[config.mk]
export PLATFORM = sky130hd
export DESIGN_NAME = wb_arbiter
export DESIGN_NICKNAME = d
export VERILOG_FILES = /design/src/rtl/wb_arbiter_pkg.sv /design/src/rtl/wb_fifo.sv /design/src/rtl/wb_arbiter.sv
export SDC_FILE = /design/constraint.sdc
export NUM_CORES = 1
export LEC_CHECK = 0
export ABC_AREA = 1
export CAP_MARGIN = 10
export CORE_MARGIN = 2
export CORE_UTILIZATION = 50
export CTS_CLUSTER_SIZE = 8
export DETAILED_ROUTE_END_ITERATION = 7
export PLACE_DENSITY = 0.85
export SLEW_MARGIN = 20
export SYNTH_ARGS = -nofsm -noshare
export SYNTH_HDL_FRONTEND = slang
export SYNTH_SLANG_ARGS = --single-unit
export TNS_END_PERCENT = 30
[constraint.sdc]
create_clock -name clk -period 3.1 [get_ports clk]
set_clock_uncertainty 0.2 [all_clocks]
set_input_delay 0.62 -clock clk [delete_from_list [all_inputs] [get_ports clk]]
set_output_delay 0.62 -clock clk [all_outputs]
set_load 0.02 [all_outputs]
[src/rtl/wb_arbiter_pkg.sv]
// Shared types for the write-back arbiter: source identifiers and the
// buffered result record. Supplies default widths when WORD_SIZE /
// ROB_ENTRY_WIDTH are not defined on the command line.
`ifndef WORD_SIZE
`define WORD_SIZE 32
`endif
`ifndef ROB_ENTRY_WIDTH
`define ROB_ENTRY_WIDTH 6
`endif

package wb_arbiter_pkg;
  localparam int WB_WORD_W     = `WORD_SIZE;
  localparam int WB_ROB_W      = `ROB_ENTRY_WIDTH;
  localparam int WB_FIFO_DEPTH = 2;

  typedef enum logic [1:0] {
    SRC_ALU = 2'd0,
    SRC_MEM = 2'd1,
    SRC_MUL = 2'd2
  } wb_src_t;

  typedef struct packed {
    logic [WB_WORD_W-1:0] data;
    logic [WB_ROB_W-1:0]  rob_id;
  } wb_result_t;
endpackage

[src/rtl/wb_fifo.sv]
// Two-entry result buffer for one execution unit. Entry 0 is always the
// head; a pop shifts entry 1 down. Ready depends only on the registered
// occupancy, so there is no path from the arbiter's grant back to ready.
module wb_fifo #(
  parameter int DATA_W = 32,
  parameter int ID_W   = 6
) (
  input  logic              clk,
  input  logic              rst_n,
  input  logic              flush,
  input  logic              push_valid,
  input  logic [DATA_W-1:0] push_data,
  input  logic [ID_W-1:0]   push_id,
  output logic              ready,
  input  logic              pop,
  output logic              head_valid,
  output logic [DATA_W-1:0] head_data,
  output logic [ID_W-1:0]   head_id
);
  logic [1:0]        count;
  logic [DATA_W-1:0] data0, data1;
  logic [ID_W-1:0]   id0, id1;
  logic              push, do_pop;

  assign ready      = (count < 2'd2);
  assign push       = push_valid && ready && !flush;
  assign do_pop     = pop && (count != 2'd0) && !flush;
  assign head_valid = (count != 2'd0);
  assign head_data  = head_valid ? data0 : '0;
  assign head_id    = head_valid ? id0 : '0;

  // Occupancy and storage update: flush empties, push/pop shift in order.
  always_ff @(posedge clk or negedge rst_n) begin
    if (!rst_n) begin
      count <= 2'd0;
      data0 <= '0;
      data1 <= '0;
      id0   <= '0;
      id1   <= '0;
    end else if (flush) begin
      count <= 2'd0;
      data0 <= '0;
      data1 <= '0;
      id0   <= '0;
      id1   <= '0;
    end else begin
      case ({push, do_pop})
        2'b10: begin
          count <= count + 2'd1;
          if (count == 2'd0) begin
            data0 <= push_data;
            id0   <= push_id;
          end else begin
            data1 <= push_data;
            id1   <= push_id;
          end
        end
        2'b01: begin
          count <= count - 2'd1;
          data0 <= data1;
          id0   <= id1;
          data1 <= '0;
          id1   <= '0;
        end
        2'b11: begin
          // Occupancy holds; the new entry lands behind whatever remains.
          if (count == 2'd1) begin
            data0 <= push_data;
            id0   <= push_id;
          end else begin
            data0 <= data1;
            id0   <= id1;
            data1 <= push_data;
            id1   <= push_id;
          end
        end
        default: ;
      endcase
    end
  end
endmodule

[src/rtl/wb_arbiter.sv]
// Write-back arbiter: buffers ALU/MEM/MUL results in per-unit FIFOs,
// exposes each FIFO head on the bypass network and writes one result per
// cycle into the ROB (mul > mem > alu).
// Optional feature: define WB_AGING_EN to add age counters for alu/mem so
// a source waiting AGE_LIMIT cycles is forced to win (alu before mem).
`ifndef WORD_SIZE
`define WORD_SIZE 32
`endif
`ifndef ROB_ENTRY_WIDTH
`define ROB_ENTRY_WIDTH 6
`endif

module wb_arbiter
  import wb_arbiter_pkg::*;
#(
  parameter int WORD_SIZE       = `WORD_SIZE,
  parameter int ROB_ENTRY_WIDTH = `ROB_ENTRY_WIDTH,
  parameter int AGE_LIMIT       = 4
) (
  input  logic                       clk,
  input  logic                       rst_n,
  input  logic                       flush,
  input  logic                       alu_valid_in,
  input  logic [WORD_SIZE-1:0]       alu_data_in,
  input  logic [ROB_ENTRY_WIDTH-1:0] alu_rob_id_in,
  output logic                       alu_ready_out,
  input  logic                       mem_valid_in,
  input  logic [WORD_SIZE-1:0]       mem_data_in,
  input  logic [ROB_ENTRY_WIDTH-1:0] mem_rob_id_in,
  output logic                       mem_ready_out,
  input  logic                       mul_valid_in,
  input  logic [WORD_SIZE-1:0]       mul_data_in,
  input  logic [ROB_ENTRY_WIDTH-1:0] mul_rob_id_in,
  output logic                       mul_ready_out,
  output logic [WORD_SIZE-1:0]       alu_data,
  output logic [ROB_ENTRY_WIDTH-1:0] alu_rob_id,
  output logic                       alu_bypass_enable,
  output logic [WORD_SIZE-1:0]       mem_data,
  output logic [ROB_ENTRY_WIDTH-1:0] mem_rob_id,
  output logic                       mem_bypass_enable,
  output logic [WORD_SIZE-1:0]       mul_data,
  output logic [ROB_ENTRY_WIDTH-1:0] mul_rob_id,
  output logic                       mul_bypass_enable,
  output logic                       rob_wr_en,
  output logic [ROB_ENTRY_WIDTH-1:0] rob_wr_entry,
  output logic [WORD_SIZE-1:0]       rob_wr_data
);
  if (AGE_LIMIT < 1) begin : g_bad_age_limit
    $error("AGE_LIMIT must be at least 1");
  end

  logic    alu_hv, mem_hv, mul_hv;
  logic    alu_pop, mem_pop, mul_pop;
  logic    gnt_valid;
  wb_src_t gnt_src;

  wb_fifo #(.DATA_W(WORD_SIZE), .ID_W(ROB_ENTRY_WIDTH)) u_alu_fifo (
    .clk(clk), .rst_n(rst_n), .flush(flush),
    .push_valid(alu_valid_in), .push_data(alu_data_in), .push_id(alu_rob_id_in),
    .ready(alu_ready_out), .pop(alu_pop),
    .head_valid(alu_hv), .head_data(alu_data), .head_id(alu_rob_id)
  );

  wb_fifo #(.DATA_W(WORD_SIZE), .ID_W(ROB_ENTRY_WIDTH)) u_mem_fifo (
    .clk(clk), .rst_n(rst_n), .flush(flush),
    .push_valid(mem_valid_in), .push_data(mem_data_in), .push_id(mem_rob_id_in),
    .ready(mem_ready_out), .pop(mem_pop),
    .head_valid(mem_hv), .head_data(mem_data), .head_id(mem_rob_id)
  );

  wb_fifo #(.DATA_W(WORD_SIZE), .ID_W(ROB_ENTRY_WIDTH)) u_mul_fifo (
    .clk(clk), .rst_n(rst_n), .flush(flush),
    .push_valid(mul_valid_in), .push_data(mul_data_in), .push_id(mul_rob_id_in),
    .ready(mul_ready_out), .pop(mul_pop),
    .head_valid(mul_hv), .head_data(mul_data), .head_id(mul_rob_id)
  );

  // The bypass network is silenced for the whole flush cycle.
  assign alu_bypass_enable = alu_hv && !flush;
  assign mem_bypass_enable = mem_hv && !flush;
  assign mul_bypass_enable = mul_hv && !flush;

`ifdef WB_AGING_EN
  localparam int AGE_W = $clog2(AGE_LIMIT + 1);
  localparam logic [AGE_W-1:0] AGE_MAX = AGE_W'(AGE_LIMIT);

  logic [AGE_W-1:0] age_alu, age_mem;
  logic             alu_starved, mem_starved;

  assign alu_starved = alu_hv && (age_alu >= AGE_MAX);
  assign mem_starved = mem_hv && (age_mem >= AGE_MAX);

  // Age counters: count lost arbitration cycles, saturate at AGE_LIMIT.
  always_ff @(posedge clk or negedge rst_n) begin
    if (!rst_n) begin
      age_alu <= '0;
      age_mem <= '0;
    end else if (flush) begin
      age_alu <= '0;
      age_mem <= '0;
    end else begin
      if (!alu_hv || alu_pop) age_alu <= '0;
      else if (age_alu != AGE_MAX) age_alu <= age_alu + AGE_W'(1);
      if (!mem_hv || mem_pop) age_mem <= '0;
      else if (age_mem != AGE_MAX) age_mem <= age_mem + AGE_W'(1);
    end
  end
`endif

  // Grant selection: starved sources first (when aging), then mul > mem > alu.
  always_comb begin
    gnt_valid = 1'b0;
    gnt_src   = SRC_ALU;
    if (!flush) begin
`ifdef WB_AGING_EN
      if (alu_starved) begin
        gnt_valid = 1'b1;
        gnt_src   = SRC_ALU;
      end else if (mem_starved) begin
        gnt_valid = 1'b1;
        gnt_src   = SRC_MEM;
      end else
`endif
      if (mul_hv) begin
        gnt_valid = 1'b1;
        gnt_src   = SRC_MUL;
      end else if (mem_hv) begin
        gnt_valid = 1'b1;
        gnt_src   = SRC_MEM;
      end else if (alu_hv) begin
        gnt_valid = 1'b1;
        gnt_src   = SRC_ALU;
      end
    end
  end

  assign alu_pop = gnt_valid && (gnt_src == SRC_ALU);
  assign mem_pop = gnt_valid && (gnt_src == SRC_MEM);
  assign mul_pop = gnt_valid && (gnt_src == SRC_MUL);

  // ROB write port driven straight from the granted head; zero when idle.
  always_comb begin
    rob_wr_en    = 1'b0;
    rob_wr_entry = '0;
    rob_wr_data  = '0;
    if (gnt_valid) begin
      rob_wr_en = 1'b1;
      case (gnt_src)
        SRC_ALU: begin
          rob_wr_entry = alu_rob_id;
          rob_wr_data  = alu_data;
        end
        SRC_MEM: begin
          rob_wr_entry = mem_rob_id;
          rob_wr_data  = mem_data;
        end
        default: begin
          rob_wr_entry = mul_rob_id;
          rob_wr_data  = mul_data;
        end
      endcase
    end
  end
endmodule

# --- Yosys cells after proc, flatten, opt, wreduce, memory -nomap -nowiden ---
# Index checks and enable logic that the tools add are counted.
op_classes:
  n_addsub: 6
  order_cmp: 3
  n_eq_ne: 23
  mux: 72
  n_reduce_logical: 38
op_table:
  columns: ["op", "count"]
  rows:
  - ["32-bit 2-to-1 mux", 22]
  - ["32-bit case mux with 3 select lines", 6]
  - ["6-bit 2-to-1 mux", 22]
  - ["6-bit case mux with 3 select lines", 6]
  - ["32-bit case mux with 2 select lines", 1]
  - ["1-bit logical AND", 18]
  - ["3-bit != test (second input constant)", 6]
  - ["2-bit by 1-bit equality test with 1-bit output (second input constant)", 7]
  - ["2-bit equality test (second input constant)", 7]
  - ["2-bit case mux with 2 select lines", 3]
  - ["6-bit case mux with 2 select lines", 1]
  - ["4-bit nonzero test", 3]
  - ["2-bit 2-to-1 mux", 5]
  - ["3-bit by 2-bit != test with 1-bit output (second input constant)", 3]
  - ["3-bit AND reduction", 3]
  - ["3-bit nonzero test", 3]
  - ["2-bit logical NOT", 4]
  - ["2-bit by 1-bit adder with 2-bit output (second input constant)", 3]
  - ["2-bit less-than comparator (second input constant)", 3]
  - ["1-bit 2-to-1 mux", 6]
  - ["2-bit AND reduction", 3]
  - ["2-bit nonzero test", 3]
  - ["2-bit by 1-bit subtractor with 2-bit output (second input constant)", 3]
  - ["1-bit logical NOT", 1]
word_totals:
  regBits: 234
  input_bits: 120
  out_inout_bits: 159
  word_cells: 157

# --- Longest topological paths before layout ---
logic_depth:
  word_depth: 11
  ltp_mapped: 13
  depth_no_buf: 10

# --- Modules after synthesis ---
# From an unflattened synthesis, not the netlist that was laid out.
unflattened:
  cells_unflattened: 2108
  hier_area_um2: 13832.0
modules_own_cells:
  columns: ["module", "n_inst", "cells_each", "area_per_inst_um2", "seq_area_each_um2"]
  rows:
  - ["wb_fifo at u_alu_fifo ...", 2, 575, 4091.4, 1951.9]
  - ["wb_fifo at u_mul_fifo", 1, 576, 4117.7, 1951.9]
  - ["wb_arbiter", 1, 382, 1531.5, 0.0]

# --- Least setup slack after synthesis ---
# Ideal clock, no wire load.
synth_timing:
  path_type: "register -> output"
  start: "register u_mul_fifo.count[1]"
  end: "output port rob_wr_data[20]"
  arrival_ns: 1.967
  required_time_ns: 2.280
  path_slack_ns: 0.313
  stages_incl_launch_ff: 9
  path_buffers: 2
  path_cell_list: "dfrtp_1 > inv_1 > ha_1 > buf_4 > nor2_2 > nor2_2 > clkbuf_1 > a21oi_1 > nor2_1"
synth_via:
  elab_chain_cells: 6
  elab_cells_between_ends: 10
  classes_between: "eq/ne: 1; mux: 7; reduce/logical: 2"
synth_rtl:
  columns: ["item", "line", "source"]
  rows:
  - ["from (decl)", "wb_fifo.sv:20", "logic [1:0] count;"]
  - ["from (signal assigned)", "wb_fifo.sv:49", "count <= count + 2'd1;"]
  - ["from (signal assigned)", "wb_fifo.sv:59", "count <= count - 2'd1;"]
  - ["2-bit nonzero test *", "wb_fifo.sv:28", "assign head_valid = (count != 2'd0);"]
  - ["2-bit 2-to-1 mux", "wb_arbiter.sv:124", "if (mul_hv) begin"]
  - ["2-bit 2-to-1 mux", "wb_arbiter.sv:114", "if (!flush) begin"]
  - ["2-bit by 1-bit equality test with 1-bit output or 2-bit logical NOT (tied branches)", "wb_arbiter.sv:148", "case (gnt_src)"]
  - ["32-bit case mux with 2 select lines", "wb_arbiter.sv:148", null]
  - ["32-bit 2-to-1 mux *", "wb_arbiter.sv:146", "if (gnt_valid) begin"]
  - ["to (decl)", "wb_arbiter.sv:46", "output logic [WORD_SIZE-1:0] rob_wr_data"]
# Mark *: on every way between the ends. The rest lies on a longest branch, timed or not.

# --- Worst setup path after layout ---
layout_timing:
  start: "register u_alu_fifo.count[1]"
  end: "output port rob_wr_entry[2]"
layout_via:
  elab_chain_cells: 6
  elab_cells_between_ends: 8
  classes_between: "mux: 7; reduce/logical: 1"
layout_rtl:
  columns: ["item", "line", "source"]
  rows:
  - ["from (decl)", "wb_fifo.sv:20", null]
  - ["from (signal assigned)", "wb_fifo.sv:49", null]
  - ["from (signal assigned)", "wb_fifo.sv:59", null]
  - ["2-bit nonzero test *", "wb_fifo.sv:28", null]
  - ["1-bit 2-to-1 mux", "wb_arbiter.sv:130", "end else if (alu_hv) begin"]
  - ["1-bit 2-to-1 mux", "wb_arbiter.sv:127", "end else if (mem_hv) begin"]
  - ["1-bit 2-to-1 mux", "wb_arbiter.sv:124", null]
  - ["1-bit 2-to-1 mux", "wb_arbiter.sv:114", null]
  - ["6-bit 2-to-1 mux *", "wb_arbiter.sv:146", null]
  - ["to (decl)", "wb_arbiter.sv:45", "output logic [ROB_ENTRY_WIDTH-1:0] rob_wr_entry,"]
# Marks and branches as above.

==> impl_metrics.csv <==
group,metric,value,unit
yosys,syn-num-nets,2178,
finish,nets,2468,
clock_network,cts-root-buf,"clkbuf_16",
routing,postRouteAntennaNets,0,
pwr,power,17.1,mW
setup_path,max_stage_delay,0.42,ns
pwr,p_clk_frac,0.198,
setup_path,worstPathArrival,2.32,ns
setup_path,cp_slowest_cell,"o211ai_1",
routing,route.detailed.drc,4,
placement,place.gp.congestion,0.931,
yosys,yosys_warnings,0,
pwr,p_seq_frac,0.276,
pwr,power_switching,7.71,mW
timing,period_share,1.01,
timing,finalWorstSetupSlack,-0.0358,ns
yosys,ys_ff_latch,234,
global_routing,grt_use_total,0.342,
pwr,vdd_drop_max,0.445,mV
clock_network,cts_max_level,2,
routing,vias_per_cell,5.59,
timing,timing.fmax,319,MHz
clock_network,cts_sinks,234,
yosys,ys_seq_area_frac,0.431,
setup_path,r2r_slack,0.43,ns
clock_network,clk_latency,0.51,ns
timing,final_max_slew_viol_count,0,
setup_path,cp.required,2.28,ns
die,coreArea,26800,um2
yosys,ys_types,27,
pwr,comb_power_share,0.527,
yosys,synth_area,13600,um2
die,rows,60,
timing,final-setup-viol-count,3,
setup_path,critPathKind,"flop to primary output",
global_routing,grt_pass1_wl,76.3,mm
clock_network,max-clock-path-buffers,3,
pwr,power.density,945,nW/um2
routing,drt-wirelength-per-cell,18.5,um
pwr,p_int,9.41,mW
die,dieArea,28500,um2
global_routing,grt_max_degree,92,
run_status,status,"complete, but fails checks",
placement,place_area,17000,um2
setup_path,worstSetupStartpointType,"flop",
finish,area_growth,33.4,%
placement,io_buffers,278,
clock_network,cts_buffers,35,
placement,dpl.hpwl,34.6,mm
run_status,violations,"DRC, setup timing",
timing,finalHoldViolCount,0,
routing,dr.pass1.iters,8,
setup_path,worstPathCellList,"inv_2 -> ha_4 -> inv_2 -> buf_4 -> nand2_1 -> o211ai_1 -> nand2_1 -> inv_1 -> clkdlybuf4s15_2",
timing,rsz0062_at_grt,"true",
timing,min_period,3.14,ns
die,die_x,169,um
clock_network,cts_tree,"built",
setup_path,crit_path_end_kind,"primary output",
die,initial_core_util,0.507,
routing,vias,15000,
global_routing,grt_pass1_vias,14100,
routing,drt_iter0_drc,1769,
finish,design_area,18100,um2
clock_network,clk_pin_slew,0.05,ns
yosys,avgSynthCellArea,6.62,um2
hold_path,min_path_type,"flop to flop",
timing,worst_slew_pin_slew,0.930,ns
flow_run,maxCapViolCount,0,
pwr,p_sw_frac,0.450,
setup_path,critPathMaxFanout,7,
timing,slew_headroom,0.380,
global_routing,grt_overflow_total,0,
pwr,p_leak,9.92,nW
yosys,syn_inst,2052,
die,ioPinCount,279,
routing,wl,49.7,mm
die,die_h,169,um
finish,drive_above_1_share,0.102,
global_routing,antenna_found_initial,1,
cell usage in the layout, fill, tap and decap left out, types with 8 or more instances in the layout:
cell             instances
buf_4                   94
inv_1                  253
nor2_1                 240
nand4_1                 14
clkbuf_2                18
o21ai_1                 53
dfrtp_1                234
nand2_2                 10
dlymetal6s2s_1          22
nor2_2                   9
clkdlybuf4s50_1        195
buf_2                   15
o21ai_0                 76
a21oi_1                 87
buf_12                  14
o211ai_1                19
nand2_1                726
nor2_4                   8
nand3_1                128
inv_2                   16
clkbuf_16               37
dlygate4sd2_1           16
nand3b_1                31
path summary, 6_finish.rpt:
kind | from | to | cells past startpoint
worst max-delay path | u_alu_fifo.count[1] | rob_wr_entry[2] | 9
worst min-delay path | u_mem_fifo.data1[28] | u_mem_fifo.data1[28] | 2
worst max register to register | u_mul_fifo.count[0] | u_mem_fifo.id0[0] | 12
worst min register to register | u_mem_fifo.data1[28] | u_mem_fifo.data1[28] | 2
max in group asynchronous | rst_n | u_alu_fifo.id0[4] | 3
min in group asynchronous | rst_n | u_alu_fifo.data1[10] | 2
kinds of logic (layout without fill, tap and decap cells):
| group | after synthesis | after routing | share of synthesized area |
|---|---|---|---|
| compound gates | 244 | 244 | 0.0955 |
| fa+ha+maj | 6 | 6 | 0.00553 |
| buf+inv | 400 | 692 | 0.119 |
| flops | 234 | 234 | 0.431 |
| other cells | 0 | 1 | 0 |
| simple gates | 1168 | 1168 | 0.349 |
power by group through the flow:
| stage | clock, mW | sequential (mW) | combinational [mW] |
|---|---|---|---|
| after detailed placement | 0 | 4.69 | 8.72 |
| after floorplan | 0 | 4.49 | 4.93 |
| after CTS | 3.40 | 4.68 | 8.88 |
| after global routing | 3.52 | 4.80 | 9.62 |
| final | 3.38 | 4.72 | 9.02 |
| after global placement | 0 | 4.64 | 8.60 |
worst max-delay path, delay by kind of cell, from the launching register on:
family	cells	cell delay (ns)
AO/OA/AOI/OAI	1	0.42
adder cells (fa/ha/maj)	1	0.18
buffers and inverters	5	0.61
flip-flops	1	0.39
AND/OR/NAND/NOR	2	0.21
Yosys cell counts:
cell / n / share of area
a211oi_1: 1 / 0.00055
nor2_2: 5 / 0.0023
nand3_2: 1 / 0.00074
inv_2: 11 / 0.0030
o211ai_1: 19 / 0.011
o221ai_1: 3 / 0.0019
nand4_1: 14 / 0.0065
o21ai_0: 78 / 0.029
buf_2: 52 / 0.019
clkbuf_1: 56 / 0.015
ha_1: 6 / 0.0055
nand2_2: 1 / 0.00046
inv_1: 258 / 0.071
nor3_1: 1 / 0.00037
dfrtp_1: 234 / 0.43
o21ai_2: 1 / 0.00065
o211ai_2: 1 / 0.00092
nand2_1: 735 / 0.20
nor2_4: 2 / 0.0017
nor2_1: 250 / 0.069
buf_4: 13 / 0.0072
nand3b_1: 31 / 0.017
o21ai_1: 51 / 0.019
buf_1: 10 / 0.0028
a21oi_1: 89 / 0.033
a22oi_1: 1 / 0.00055
nand3_1: 128 / 0.047
registers in the layout, indices dropped and copies added, names as in the netlist:
signal,flops
u_alu_fifo.count,2
u_alu_fifo.data0,32
u_alu_fifo.data1,32
u_alu_fifo.id0,6
u_alu_fifo.id1,6
u_mem_fifo.count,2
u_mem_fifo.data0,32
u_mem_fifo.data1,32
u_mem_fifo.id0,6
u_mem_fifo.id1,6
u_mul_fifo.count,2
u_mul_fifo.data0,32
u_mul_fifo.data1,32
u_mul_fifo.id0,6
u_mul_fifo.id1,6
routing by layer:
metal / share of wire / wire (um) / global-route usage / vias up
met5: 0 / 0 / 0 / -
li1: - / - / - / 6858
met2: 0.45 / 22400 / 0.537 / 966
met4: 0.077 / 3830 / 0.234 / 0
met3: 0.097 / 4800 / 0.0631 / 198
met1: 0.37 / 18600 / 0.432 / 7000
per-stage QoR:
stage                     hold slack [ns]  TNS (ns)  setup WS (ns)  utilization  instances
after CTS                           0.270    -0.299        -0.0825        0.677       2682
after floorplan                     0.124         0          0.313            -       2052
final                               0.270   -0.0477        -0.0358        0.676       2686
after detailed placement            0.256    -0.868        -0.0763        0.636       2632
after global routing                0.289    -0.170        -0.0989        0.676       2686
after global placement              0.252    -0.185        -0.0519        0.636       2632
what timing repair did:
item | 4_1_cts | 5_1_grt
hold buffers | 1 | 0
pin swaps | 13 | 2
setup endpoints to repair | 101 | 73
cloned | 1 | 0
endpoints found under the hold margin | 45 | 0
resized for setup | 133 | 84
buffers inserted | 9 | 3
area by class of cell:
type	count	area, um2
fill	2121	8690
clock inverter	1	7.51
timing repair buffer	384	3650
tap	341	427
multi-input combinational	1418	6230
sequential	234	5860
inverter	269	1010
clock buffer	38	930
antenna	1	2.50
No activity file was read; power rests on OpenSTA's default activity.
